## config.mk

```make
export PLATFORM = sky130hd
export DESIGN_NAME = change_dispenser
export DESIGN_NICKNAME = d
export VERILOG_FILES = /design/src/rtl/change_dispenser.sv
export SDC_FILE = /design/constraint.sdc
export NUM_CORES = 1
export LEC_CHECK = 0
export CORE_MARGIN = 3
export CORE_UTILIZATION = 55
export CTS_BUF_LIST = sky130_fd_sc_hd__clkbuf_4
export CTS_CLUSTER_DIAMETER = 60
export CTS_CLUSTER_SIZE = 24
export DETAILED_ROUTE_END_ITERATION = 10
export MAX_ROUTING_LAYER = met4
export PLACE_DENSITY = 0.92
export SYNTH_ARGS = -nofsm -noshare
export SYNTH_HDL_FRONTEND = slang
export SYNTH_SLANG_ARGS = --single-unit
export TNS_END_PERCENT = 50
```

## constraint.sdc

```tcl
create_clock -name clk -period 3.01 [get_ports clk]
set_clock_uncertainty 0.15 [all_clocks]
set_input_delay 0.602 -clock clk [delete_from_list [all_inputs] [get_ports clk]]
set_output_delay 0.602 -clock clk [all_outputs]
set_load 0.02 [all_outputs]
```

## src/rtl/change_dispenser.sv

```systemverilog
// Coin change dispenser: pays out an owed amount in 10-yuan and 1-yuan coins
// over a 4-phase req/ack handshake with each hopper. Every output is registered.
module change_dispenser (
  input  logic       clk,
  input  logic       reset,
  input  logic       start,
  input  logic [9:0] amount,
  input  logic       ten_empty,
  input  logic       one_empty,
  input  logic       ten_ack,
  input  logic       one_ack,
  output logic       ten_req,
  output logic       one_req,
  output logic       busy,
  output logic       done,
  output logic       fault,
  output logic [9:0] remaining,
  output logic [6:0] ten_cnt,
  output logic [9:0] one_cnt
);

  typedef enum logic [2:0] {
    StIdle,
    StDecide,
    StTenReq,
    StTenWait,
    StOneReq,
    StOneWait,
    StDone,
    StFault
  } state_e;

  localparam logic [9:0] MaxAmount = 10'd999;

  state_e     state_q;
  logic       ten_req_q, one_req_q, busy_q, done_q, fault_q;
  logic [9:0] remaining_q;
  logic [6:0] ten_cnt_q;
  logic [9:0] one_cnt_q;
  logic [9:0] amount_clamped;

  assign amount_clamped = (amount > MaxAmount) ? MaxAmount : amount;

  always_ff @(posedge clk) begin
    if (!reset) begin
      state_q     <= StIdle;
      ten_req_q   <= 1'b0;
      one_req_q   <= 1'b0;
      busy_q      <= 1'b0;
      done_q      <= 1'b0;
      fault_q     <= 1'b0;
      remaining_q <= '0;
      ten_cnt_q   <= '0;
      one_cnt_q   <= '0;
    end else begin
      done_q <= 1'b0;
      unique case (state_q)
        StIdle: begin
          if (start) begin
            remaining_q <= amount_clamped;
            ten_cnt_q   <= '0;
            one_cnt_q   <= '0;
            busy_q      <= 1'b1;
            state_q     <= StDecide;
          end
        end
        // Hopper empty flags are re-read on every pass, so tens fall back to ones.
        StDecide: begin
          if (remaining_q >= 10'd10 && !ten_empty) begin
            ten_req_q <= 1'b1;
            state_q   <= StTenReq;
          end else if (remaining_q >= 10'd1 && !one_empty) begin
            one_req_q <= 1'b1;
            state_q   <= StOneReq;
          end else if (remaining_q == 10'd0) begin
            busy_q  <= 1'b0;
            done_q  <= 1'b1;
            state_q <= StDone;
          end else begin
            busy_q  <= 1'b0;
            fault_q <= 1'b1;
            state_q <= StFault;
          end
        end
        StTenReq: begin
          if (ten_ack) begin
            remaining_q <= remaining_q - 10'd10;
            ten_cnt_q   <= ten_cnt_q + 7'd1;
            ten_req_q   <= 1'b0;
            state_q     <= StTenWait;
          end
        end
        StTenWait: begin
          if (!ten_ack) state_q <= StDecide;
        end
        StOneReq: begin
          if (one_ack) begin
            remaining_q <= remaining_q - 10'd1;
            one_cnt_q   <= one_cnt_q + 10'd1;
            one_req_q   <= 1'b0;
            state_q     <= StOneWait;
          end
        end
        StOneWait: begin
          if (!one_ack) state_q <= StDecide;
        end
        StDone: begin
          state_q <= StIdle;
        end
        StFault: begin
          state_q <= StFault;
        end
        default: begin
          state_q <= StIdle;
        end
      endcase
    end
  end

  assign ten_req   = ten_req_q;
  assign one_req   = one_req_q;
  assign busy      = busy_q;
  assign done      = done_q;
  assign fault     = fault_q;
  assign remaining = remaining_q;
  assign ten_cnt   = ten_cnt_q;
  assign one_cnt   = one_cnt_q;

endmodule

```

==> flow_metrics.env <==
export IMPL_status="completed"
export IMPL_yosysWarnings=0
export IMPL_cts_root_buf="clkbuf_4"
export IMPL_fp_dieArea_um2=4360
export IMPL_post_cts_buffers=0
export IMPL_synth_cells=227
export IMPL_slew_viol_final=0
export IMPL_clock_sink_count=35
export IMPL_min_period_over_period_pct=77.4
export IMPL_ir_drop_mv=0.521
export IMPL_die_w_um=66.0
export IMPL_gp_congestion=0.878
export IMPL_cp_end_kind="flip-flop"
export IMPL_clockPowerShare_pct=14.4
export IMPL_setup_viol_count_final=0
export IMPL_path_max_fanout=9
export IMPL_pwr_share_comb_pct=51.4
export IMPL_cp_arrival_ns=2.44
export IMPL_yosysSeqAreaShare_pct=35.4
export IMPL_drt_iter0_drc=116
export IMPL_start_kind="primary input"
export IMPL_cts_made_buffers=5
export IMPL_max_freq_ghz=0.429
export IMPL_post_route_min_period_ns=2.33
export IMPL_finalInstanceArea_um2=2560
export IMPL_drv_cap=0
export IMPL_final_layout_size_suffix_gt1_share_pct=6.50
export IMPL_power_density_nw_per_um2=910
export IMPL_hold_viol_final=0
export IMPL_cts_buffer_depth=2
export IMPL_coreArea_um2=3420
export IMPL_p_leak_nw=0.915
export IMPL_total_power_mw=2.33
export IMPL_rows=21
export IMPL_critPathKind="primary input to flip-flop"
export IMPL_place_area_um2=2480
export IMPL_final_common_cell="clkdlybuf4s50_1"
export IMPL_clk_latency_ns=0.34
export IMPL_drcViolationCount=0
export IMPL_r2r_cells=5
export IMPL_r2r_end="remaining[9]$_SDFFE_PN0P_"
export IMPL_synth_area_um2=1980
export IMPL_grt_pass1_wl_mm=8.03
export IMPL_cts_hold_buf=0
export IMPL_vias_per_cell=5.97
export IMPL_via_count=1929
export IMPL_multi_input_area_um2=1190
export IMPL_grt_overflow=0
export IMPL_antenna_left=0
export IMPL_cts_tree="built"
export IMPL_fill_cells=275
export IMPL_maxSlewHeadroom_pct=49.5
export IMPL_hold_depth=2
export IMPL_drtPass1Iterations=4
export IMPL_antenna_found_initial=0
export IMPL_syn2layout_area_growth_pct=29.2
export IMPL_wl_per_cell_um=14.8
export IMPL_finalWirelength_mm=4.79
export IMPL_dp_final_hpwl_mm=3.55
export IMPL_max_stage_delay_ns=0.52
export IMPL_r2r_start="state_q[1]$_SDFFE_PN0P_"
export IMPL_regToRegSetupSlack_ns=0.69
export IMPL_grt_setup_unrepaired="no"
export IMPL_p_int_mw=1.28
export IMPL_die_h_um=66.0
export IMPL_worstMarginPinSlew_ns=0.756
export IMPL_start_util_pct=58.0
export IMPL_grt_max_degree=24
export IMPL_cp_required_ns=3.12
export IMPL_track_usage_pct=24.1
export IMPL_whs_ns=0.321
export IMPL_path_cells="clkdlybuf4s50_1, mux2i_1, o31ai_4, and2_1, nand4b_1, o311ai_1"
export IMPL_seqPwrFrac_pct=34.2
export IMPL_syn_nets=252
export IMPL_port_buffers=48
export IMPL_grt_pass1_vias=1874
export IMPL_hold_end="busy$_SDFFE_PN0P_"
export IMPL_cp_num_buf_inv=1
export IMPL_hold_path_class="flip-flop to flip-flop"
export IMPL_yosys_register_bits=35
export IMPL_synth_edf_count=0
export IMPL_synthFlopType="dfxtp_1"
export IMPL_sw_frac_of_total_pct=45.1
export IMPL_clk_pin_slew_worst_paths_ns=0.11
export IMPL_cpMaxStageDelayCell="clkdlybuf4s50_1"
export IMPL_yosysUniqueCellTypes=55
export IMPL_antenna_cells=0
export IMPL_seq_area_um2=701
export IMPL_cts_resized=0
export IMPL_nets=301
export IMPL_setup_tns_ns=0
export IMPL_h_tree_depth=2
export IMPL_io_pins=49
export IMPL_worstHoldStart="busy$_SDFFE_PN0P_"
export IMPL_final_cell_mix="clkdlybuf4s50_1, dfxtp_1, nor2_1"
export IMPL_synthArstFlopShare_pct=0
export IMPL_syn_mean_instance_area_um2=8.73
export IMPL_cp_top_family="compound AO/OA/AOI/OAI gates"
export IMPL_switching_power_mw=1.05
## metrics by stage
step	instances	setup WS, ns	utilization [%]
after floorplan	227	1.04	-
after global placement	315	0.392	72.7
final	323	0.681	75.0
after global routing	323	0.411	75.0
after detailed placement	315	0.334	72.7
after CTS	323	0.696	75.0
## worst min-delay path, stage by stage, from the launching register on
cell	delay, ns
dfxtp_1	0.34
nand2_1	0.06
o21ai_1	0.05
## registers in the layout, summed over array words and instances, names as in the netlist
| register | flops |
|---|---|
| ten_cnt | 7 |
| one_cnt | 10 |
| busy | 1 |
| one_req | 1 |
| remaining | 10 |
| fault | 1 |
| state_q | 3 |
| done | 1 |
| ten_req | 1 |
## cell type report
| type | count | area share [%] |
|---|---|---|
| multi-input combinational | 174 | 46.6 |
| sequential | 35 | 27.4 |
| timing repair buffer | 50 | 19.3 |
| tap | 46 | 2.25 |
| clock inverter | 3 | 1.51 |
| clock buffer | 5 | 1.47 |
| inverter | 10 | 1.47 |
## worst max-delay path by stage
stage | depth (start not counted) | endpoint | startpoint | slack (ns)
finish | 6 | remaining[9]$_SDFFE_PN0P_ | ten_ack | 0.68
global route | 5 | remaining[9]$_SDFFE_PN0P_ | state_q[1]$_SDFFE_PN0P_ | 0.41
CTS | 6 | remaining[9]$_SDFFE_PN0P_ | ten_ack | 0.70
detailed placement | 6 | remaining[9]$_SDFFE_PN0P_ | ten_ack | 0.33
global placement | 6 | remaining[9]$_SDFFE_PN0P_ | ten_ack | 0.39
floorplan | 7 | remaining[9]$_SDFFE_PN0P_ | remaining[1]$_SDFFE_PN0P_ | 1.04
## kinds of logic after synthesis
family / Yosys count / share of synthesized area [%]
mux: 4 / 2.02
buf+inv: 18 / 4.42
fa+ha+maj: 8 / 5.05
flops: 35 / 35.4
simple gates: 93 / 26.6
compound gates: 57 / 21.2
xor+xnor: 12 / 5.30
## synthesized netlist by cell type (2+ instances only)
| library cell | instances | area [um^2] |
|---|---|---|
| nor3b_1 | 3 | 22.5 |
| mux2i_1 | 4 | 40.0 |
| nor3_2 | 2 | 20.0 |
| nor3_1 | 3 | 15.0 |
| nand2b_1 | 8 | 50.1 |
| xor2_1 | 9 | 78.8 |
| o211ai_1 | 4 | 30.0 |
| nand4_1 | 6 | 37.5 |
| or3_1 | 3 | 18.8 |
| nand3_1 | 11 | 55.1 |
| o21ai_1 | 5 | 25.0 |
| clkbuf_1 | 2 | 7.51 |
| a31oi_1 | 4 | 25.0 |
| nor2b_1 | 4 | 25.0 |
| o21ai_0 | 10 | 50.1 |
| and2_1 | 2 | 12.5 |
| xnor2_1 | 3 | 26.3 |
| a32o_1 | 3 | 30.0 |
| a21o_1 | 2 | 15.0 |
| o221ai_1 | 2 | 17.5 |
| ha_1 | 8 | 100 |
| buf_2 | 4 | 20.0 |
| inv_1 | 10 | 37.5 |
| a32oi_1 | 2 | 17.5 |
| a21oi_1 | 6 | 30.0 |
| and3_1 | 4 | 25.0 |
| dfxtp_1 | 35 | 701 |
| buf_6 | 2 | 22.5 |
| a21boi_1 | 3 | 22.5 |
| a22oi_1 | 3 | 22.5 |
| nand2_1 | 11 | 41.3 |
| nor2_1 | 26 | 97.6 |
## per-layer routing
layer	GRT usage (%)	wire length, um	vias up	share of wire (%)
met3	5.95	317	18	6.6
met5	-	0	-	0
met2	42.2	2350	85	49
met4	8.63	128	0	2.7
li1	-	-	930	-
met1	26.4	1990	896	42
## power by group through the flow
stage	clock (mW)	combinational, mW	sequential [mW]
global route	0.360	1.32	0.824
floorplan	0	0.794	0.819
finish	0.337	1.20	0.796
detailed placement	0	1.18	0.800
CTS	0.342	1.19	0.792
global placement	0	1.16	0.793
Note: power is estimated with default switching activity, not from simulation.
